===== src/rtl/fetch_unit.sv =====
// Instruction fetch stage: owns the PC, fetches one word per retire over a
// request/acknowledge memory port and selects the next PC from jump/branch.
module fetch_unit #(
  parameter logic [31:0] RESET_PC = 32'h0000_0000
) (
  input  logic        clk,
  input  logic        rst_n,
  output logic        imemReq,
  output logic [31:0] imemAddr,
  input  logic        imemAck,
  input  logic [31:0] imemData,
  output logic [31:0] instr,
  output logic [5:0]  opcode,
  output logic        instrValid,
  output logic [31:0] pc,
  output logic [31:0] pcPlus4,
  input  logic        retire,
  input  logic        jump,
  input  logic        branchBeq,
  input  logic        branchBne,
  input  logic        zero,
  output logic [31:0] instCount,
  output logic [1:0]  dbgState
);

  // Memory handshake: imemReq stays high through every FETCH cycle and a
  // word is taken on any edge where imemReq and imemAck are both 1; the
  // datapath closes EXEC by raising retire for one cycle.
  typedef enum logic [1:0] {IDLE = 2'd0, FETCH = 2'd1, EXEC = 2'd2} state_t;

  state_t      state_q, state_d;
  logic [31:0] pc_q, pc_d;
  logic [31:0] instr_q, instr_d;
  logic        valid_q, valid_d;
  logic        req_q, req_d;
  logic [31:0] count_q, count_d;
  logic        armed_q;
  logic [31:0] next_pc;
  logic        br_taken;

  assign pcPlus4    = pc_q + 32'd4;
  assign br_taken   = (branchBeq & zero) | (branchBne & ~zero);

  always_comb begin
    next_pc = pcPlus4;
    if (jump)
      next_pc = {pcPlus4[31:28], instr_q[25:0], 2'b00};
    else if (br_taken)
      next_pc = pcPlus4 + {{14{instr_q[15]}}, instr_q[15:0], 2'b00};
  end

  always_comb begin
    state_d = state_q;
    pc_d    = pc_q;
    instr_d = instr_q;
    valid_d = valid_q;
    count_d = count_q;
    case (state_q)
      // armed_q holds IDLE for the release edge so the first request lands
      // two edges after rst_n rises.
      IDLE: if (armed_q) state_d = FETCH;
      FETCH: begin
        if (imemAck) begin
          instr_d = imemData;
          valid_d = 1'b1;
          state_d = EXEC;
        end
      end
      EXEC: begin
        if (retire) begin
          pc_d    = next_pc;
          valid_d = 1'b0;
          count_d = count_q + 32'd1;
          state_d = FETCH;
        end
      end
      default: state_d = IDLE;
    endcase
    req_d = (state_d == FETCH);
  end

  always_ff @(posedge clk or negedge rst_n) begin
    if (!rst_n) begin
      state_q <= IDLE;
      pc_q    <= RESET_PC;
      instr_q <= 32'd0;
      valid_q <= 1'b0;
      req_q   <= 1'b0;
      count_q <= 32'd0;
      armed_q <= 1'b0;
    end else begin
      state_q <= state_d;
      pc_q    <= pc_d;
      instr_q <= instr_d;
      valid_q <= valid_d;
      req_q   <= req_d;
      count_q <= count_d;
      armed_q <= 1'b1;
    end
  end

  assign imemReq    = req_q;
  assign imemAddr   = pc_q;
  assign instr      = instr_q;
  assign opcode     = instr_q[31:26];
  assign instrValid = valid_q;
  assign pc         = pc_q;
  assign instCount  = count_q;
  assign dbgState   = state_q;

endmodule


===== config.mk =====
export PLATFORM = sky130hd
export DESIGN_NAME = fetch_unit
export DESIGN_NICKNAME = d
export VERILOG_FILES = /design/src/rtl/fetch_unit.sv
export SDC_FILE = /design/constraint.sdc
export NUM_CORES = 1
export LEC_CHECK = 0
export CAP_MARGIN = 30
export CORE_MARGIN = 8
export CORE_UTILIZATION = 55
export CTS_CLUSTER_DIAMETER = 50
export DETAILED_ROUTE_END_ITERATION = 16
export DONT_BUFFER_PORTS = 1
export PLACE_DENSITY = 0.81
export SLEW_MARGIN = 20
export SYNTH_ARGS = -nofsm -noshare
export SYNTH_HDL_FRONTEND = slang
export SYNTH_SLANG_ARGS = --single-unit

===== constraint.sdc =====
create_clock -name clk -period 8.67 [get_ports clk]
set_clock_uncertainty 0.05 [all_clocks]
set_input_delay 1.734 -clock clk [delete_from_list [all_inputs] [get_ports clk]]
set_output_delay 1.734 -clock clk [all_outputs]
set_load 0.02 [all_outputs]

# Yosys cells after proc, flatten, opt, wreduce, memory -nomap -nowiden
# Cells that the tools add are included.
[totals]
regBits = 101
latch_bits = 0
mem_bits_rw = 0
mem_bits_ro = 0
output_inout_bits = 170
word_cells = 33
mem_count = 0
[op_classes]
addsub = 3
multipliers = 0
n_div = 0
magnitude_cmp = 0
eq_ne = 5
shift = 0
muxes = 9
n_bitwise = 4
n_reduce_logical = 5
[ops]
columns = ["operator", "count"]
rows = [
  ["two-way mux 32 bit", 2],
  ["adder 32 x 1 -> 32 bit (second input constant)", 1],
  ["adder 32 x 3 -> 32 bit (second input constant)", 1],
  ["adder 32 bit", 1],
  ["two-way mux 2 bit", 3],
  ["one-hot mux 2 bit (3 select lines)", 1],
  ["== test 2 x 1 -> 1 bit (second input constant)", 2],
  ["!= test 2 bit (second input constant)", 2],
  ["AND reduction 2 bit", 2],
  ["AND reduction 3 bit", 1],
  ["bitwise AND 1 bit", 2],
  ["== test 2 bit (second input constant)", 1],
  ["zero test 2 bit", 1],
  ["two-way mux 1 bit", 2],
  ["one-hot mux 1 bit (2 select lines)", 1],
  ["nonzero test 2 bit", 1],
  ["NOT 1 bit", 1],
  ["bitwise OR 1 bit", 1],
]

# Logic depth before layout (Yosys ltp)
[logic_depth]
word_depth = 5
depth_mapped = 16

# Worst setup path after synthesis
# Ideal clock, no wire load.
[synth_timing]
kind = "reg2reg"
start = "reg pc_q[4] (netlist: imemAddr[4])"
end = "reg pc_q[29] (netlist: imemAddr[29])"
arrival_time_ns = 3.820
required_ns = 8.500
slack_ns = 4.680
path_stages_with_launch = 16
period_less_slack_ns = 3.990
cell_sequence = "dfrtp_1 -> nand3_2 -> nor3_2 -> nand3_1 -> or3_2 -> xnor2_1 -> ha_1 -> o21ai_0 -> nand2b_1 -> o31a_1 -> a221o_1 -> nor2_4 -> o31a_1 -> o21ai_1 -> xor2_1 -> o211a_1"
[synth_via]
elab_chain_len = 4
[synth_lines]
columns = ["item", "line_no", "text"]
rows = [
  ["start: declaration", "32", "logic [31:0] pc_q, pc_d;"],
  ["start signal: assignment", "93", "pc_q <= pc_d;"],
  ["adder 32 x 3 -> 32 bit", "41", "assign pcPlus4 = pc_q + 32'd4;"],
  ["net pcPlus4[17]", "16", "output logic [31:0] pcPlus4,"],
  ["adder 32 bit", "49", "next_pc = pcPlus4 + {{14{instr_q[15]}}, instr_q[15:0], 2'b00};"],
  ["two-way mux 32 bit", "48", "else if (br_taken)"],
  ["two-way mux 32 bit", "46", "if (jump)"],
]
# The timed path passes the listed nets, and every way through them passes these cells.
# A chain may end at the register's enable or synchronous reset.

# Worst setup path after layout
[layout_timing]
start = "reg pc_q[4] (netlist: imemAddr[4])"
end = "out pcPlus4[31]"
[layout_via]
elab_chain_len = 1
[layout_lines]
columns = ["item", "line_no"]
rows = [
  ["adder 32 x 3 -> 32 bit", "41"],
  ["end: declaration", "16"],
]
# Every way passes these cells.

==> run_results.csv <==
group,metric,value,unit
logic_synthesis,synth_edf_count,0,
logic_synthesis,synth-seq-cells,99,
clock_tree,cts_tree,"done",
cells_and_area,fillers,1078,
setup_path,critPathRequiredTime,6890,ps
drt,ant_nets,0,
worst_hold_path,min_path_cells,2,
setup_path,setup.worst_path.class,"reg -> out",
timing,fin_crit,4890,ps
timing,hold_violations,0,
floorplanning,coreArea,0.0126,mm2
clock_tree,clk_pin_slew,70,ps
drt,first_pass_iters,5,
floorplanning,ios,210,
logic_synthesis,synthCells,762,
drt,vias_per_cell,6.21,
clock_tree,cts.sinks,99,
setup_path,crit_buf_inv,0,
clock_tree,cts_setup_buffers,0,
setup_path,path_delay_family,"simple AND/OR/NAND/NOR gates",
cells_and_area,seqCellArea,0.00248,mm2
grt,grt_max_degree,100,
power,power_leakage,3.16,nW
timing,drv_slew,0,
drt,wirelength,20100,um
timing,fin_ws,3780,ps
drt,maxUsedRoutingLayer,"met5",
floorplanning,die_x,129,um
clock_tree,numCtsBuffers,9,
grt,grt_pass1_wl,31100,um
power,ir_drop,257,uV
setup_path,slowest_stage,"dfrtp_1",
cells_and_area,multi_input_area,0.00407,mm2
grt,grt_usage,23.9,%
timing,max_slew.worst_pin.slew,832,ps
clock_tree,ctsResizeCount,0,
setup_path,path_cells,"nand3_2, nor3_2, and3_1, and2_2, and3_1, and4_1, xor2_1",
place,dp_hpwl,15100,um
clock_tree,h-tree-depth,3,
setup_path,crit_path_max_incr_delay,760,ps
place,place_ws,3890,ps
run,drv_cap,0,
grt,grt_antenna_before_repair,1,
clock_tree,ctsHoldBuffers,0,
logic_synthesis,synth_area,0.00705,mm2
setup_path,path_depth,7,
logic_synthesis,ys_async_sr_fraction,100,%
setup_path,start_kind,"flip-flop",
setup_path,critPathArrivalTime,3110,ps
clock_tree,cts-root-buf,"clkbuf_16",
grt,grt_pass1_vias,5546,
cells_and_area,final_common_cell,"dfrtp_1",
logic_synthesis,syn_area_per_cell,9.25,um2
place,dpl.cell_count,878,
setup_path,path_max_fanout,7,
drt,vias,5554,
logic_synthesis,synth_cell_types,76,
floorplanning,die-area,0.0167,mm2
place,io_buffers,0,
timing,fmax,204,MHz
setup_path,crit_path_start,"imemAddr[4]",
cells_and_area,drive_gt1_share,12.5,%
timing,tns,0,ps
clock_tree,worstSkewPairLatency,340,ps
cells_and_area,final_nets,796,
setup_path,cp_common_cell,"and3_1",
worst_hold_path,min_from,"armed_q",
clock_tree,clock_path_buffers,2,
grt,grt-ovfl-total,0,
power,p_per_area,459,mW/mm2
worst_hold_path,hold_class,"reg -> reg",
drt,wl_met3,2160,um
timing,setup_viol,0,
floorplanning,start_util,56.1,%
timing,min_period_over_period,56.4,%
floorplanning,rows,41,
setup_path,r2r_cells,15,
drt,wl_per_cell,22.5,um
setup_path,end_kind,"output port",
logic_synthesis,synth_flop_cell,"dfrtp_1",
drt,wl_met2,9780,um
drt,drt_first_iter_violations,420,
setup_path,r2r_start,"imemAddr[4]",
cells_and_area,instances_no_fill,894,
drt,drc,0,
timing,grt_setup_unrepaired,"false",
cells_and_area,syn_to_final_growth,2.27,%
logic_synthesis,ys_seq_area_share,35.1,%
logic_synthesis,yosysWarnings,0,
outcome,status,"completed",
place,place.gp.congestion,0.898,
floorplanning,fp.dieH,129,um
timing,slew_headroom,44.2,%
drt,wl_met1,7770,um
cells_and_area,final_cell_mix,"dfrtp_1 (99), nand2_1 (89), nor2_1 (48), xnor2_1 (48)",
cells_and_area,diodes,0,
[metal layers]
metal / track usage [%] / up-vias
met3: 8.71 / 38
li1: - / 2569
met2: 40.0 / 261
met4: 7.67 / 2
met1: 27.9 / 2684
met5: 0 / -
[tightest hold or removal path: cells and delay by family, from the launching register on]
family / cells / cell delay (ps)
AO/OA/AOI/OAI: 1 / 130
flip-flops: 1 / 330
multiplexers: 1 / 70
[logic make-up (layout without fill, tap and decap cells)]
| group | after synthesis | in the layout | synth area share (%) |
|---|---|---|---|
| DFF | 99 | 99 | 35.1 |
| other | 2 | 7 | 0.107 |
| and+or+nand+nor | 251 | 251 | 18.2 |
| adders and majority gates | 39 | 39 | 7.03 |
| xor gates and xnor gates | 80 | 80 | 10.0 |
| AOI/OAI and AO/OA | 166 | 166 | 15.8 |
| buffers and inverters | 86 | 41 | 7.49 |
| muxes | 39 | 39 | 6.19 |
[final timing paths]
check / end / slack, ps
worst max-delay path: pcPlus4[31] / 3780
max in group asynchronous: instr[13] / 7380
worst min register to register: imemReq / 510
worst min-delay path: imemReq / 510
min in group asynchronous: instCount[16] / 1040
worst max register to register: imemAddr[31] / 3880
[power by group]
part           switching, mW  internal (mW)  total [mW]
Clock                  0.183          0.235       0.418
Combinational          0.993          0.688        1.68
Sequential             0.598          0.613        1.21
Total                   1.77           1.54        3.31
[cell type report]
type | instances | share of cell area (%)
well taps | 172 | 2.98
inverters | 18 | 0.937
flip-flops and latches | 99 | 34.4
clock inverters | 6 | 0.989
clock buffers | 10 | 3.31
multi-input cells | 582 | 56.4
repair buffers | 7 | 1.01
[registers in the layout (all words and copies together) (netlist names)]
signal and count:
instr 32, instCount 32, imemReq 1, dbgState 2, imemAddr 30, instrValid 1, armed_q 1
[stage by stage]
stage,util [%],area [um2],total power [mW],hold slack (ps)
after global placement,54.7,6870,2.81,486
after detailed placement,54.9,6900,2.89,515
final,57.4,7210,3.31,515
after floorplan,-,7070,2.59,468
after global routing,57.4,7210,3.55,568
after CTS,57.4,7210,3.32,528
[Yosys cell counts, types with 3 or more instances]
| cell type | instances | area, um2 |
|---|---|---|
| nor4_1 | 3 | 18.8 |
| and2_1 | 4 | 25.0 |
| and3_1 | 15 | 93.8 |
| a21oi_2 | 4 | 35.0 |
| nor2_1 | 48 | 180 |
| o22a_1 | 3 | 26.3 |
| mux2_2 | 33 | 372 |
| and3_2 | 3 | 22.5 |
| xnor2_1 | 48 | 420 |
| nor3_1 | 11 | 55.1 |
| a211oi_1 | 8 | 60.1 |
| and4_1 | 4 | 35.0 |
| ha_1 | 38 | 475 |
| o211ai_1 | 7 | 52.6 |
| o211a_1 | 3 | 30.0 |
| o21a_1 | 6 | 45.0 |
| o31ai_1 | 9 | 67.6 |
| o21ai_1 | 6 | 30.0 |
| xor2_1 | 31 | 272 |
| a21o_1 | 13 | 97.6 |
| inv_1 | 18 | 67.6 |
| o21bai_1 | 6 | 45.0 |
| nand3_1 | 29 | 145 |
| mux2i_1 | 5 | 50.1 |
| dfrtp_1 | 99 | 2480 |
| a31oi_1 | 4 | 25.0 |
| a21oi_1 | 38 | 190 |
| nor4b_1 | 3 | 26.3 |
| nor2b_1 | 4 | 25.0 |
| nand4_1 | 12 | 75.1 |
| nand2b_1 | 6 | 37.5 |
| buf_4 | 42 | 315 |
| clkbuf_1 | 19 | 71.3 |
| clkbuf_8 | 3 | 41.3 |
| nand2_1 | 89 | 334 |
| o21ai_0 | 35 | 175 |
(Power assumes the default switching activity.)
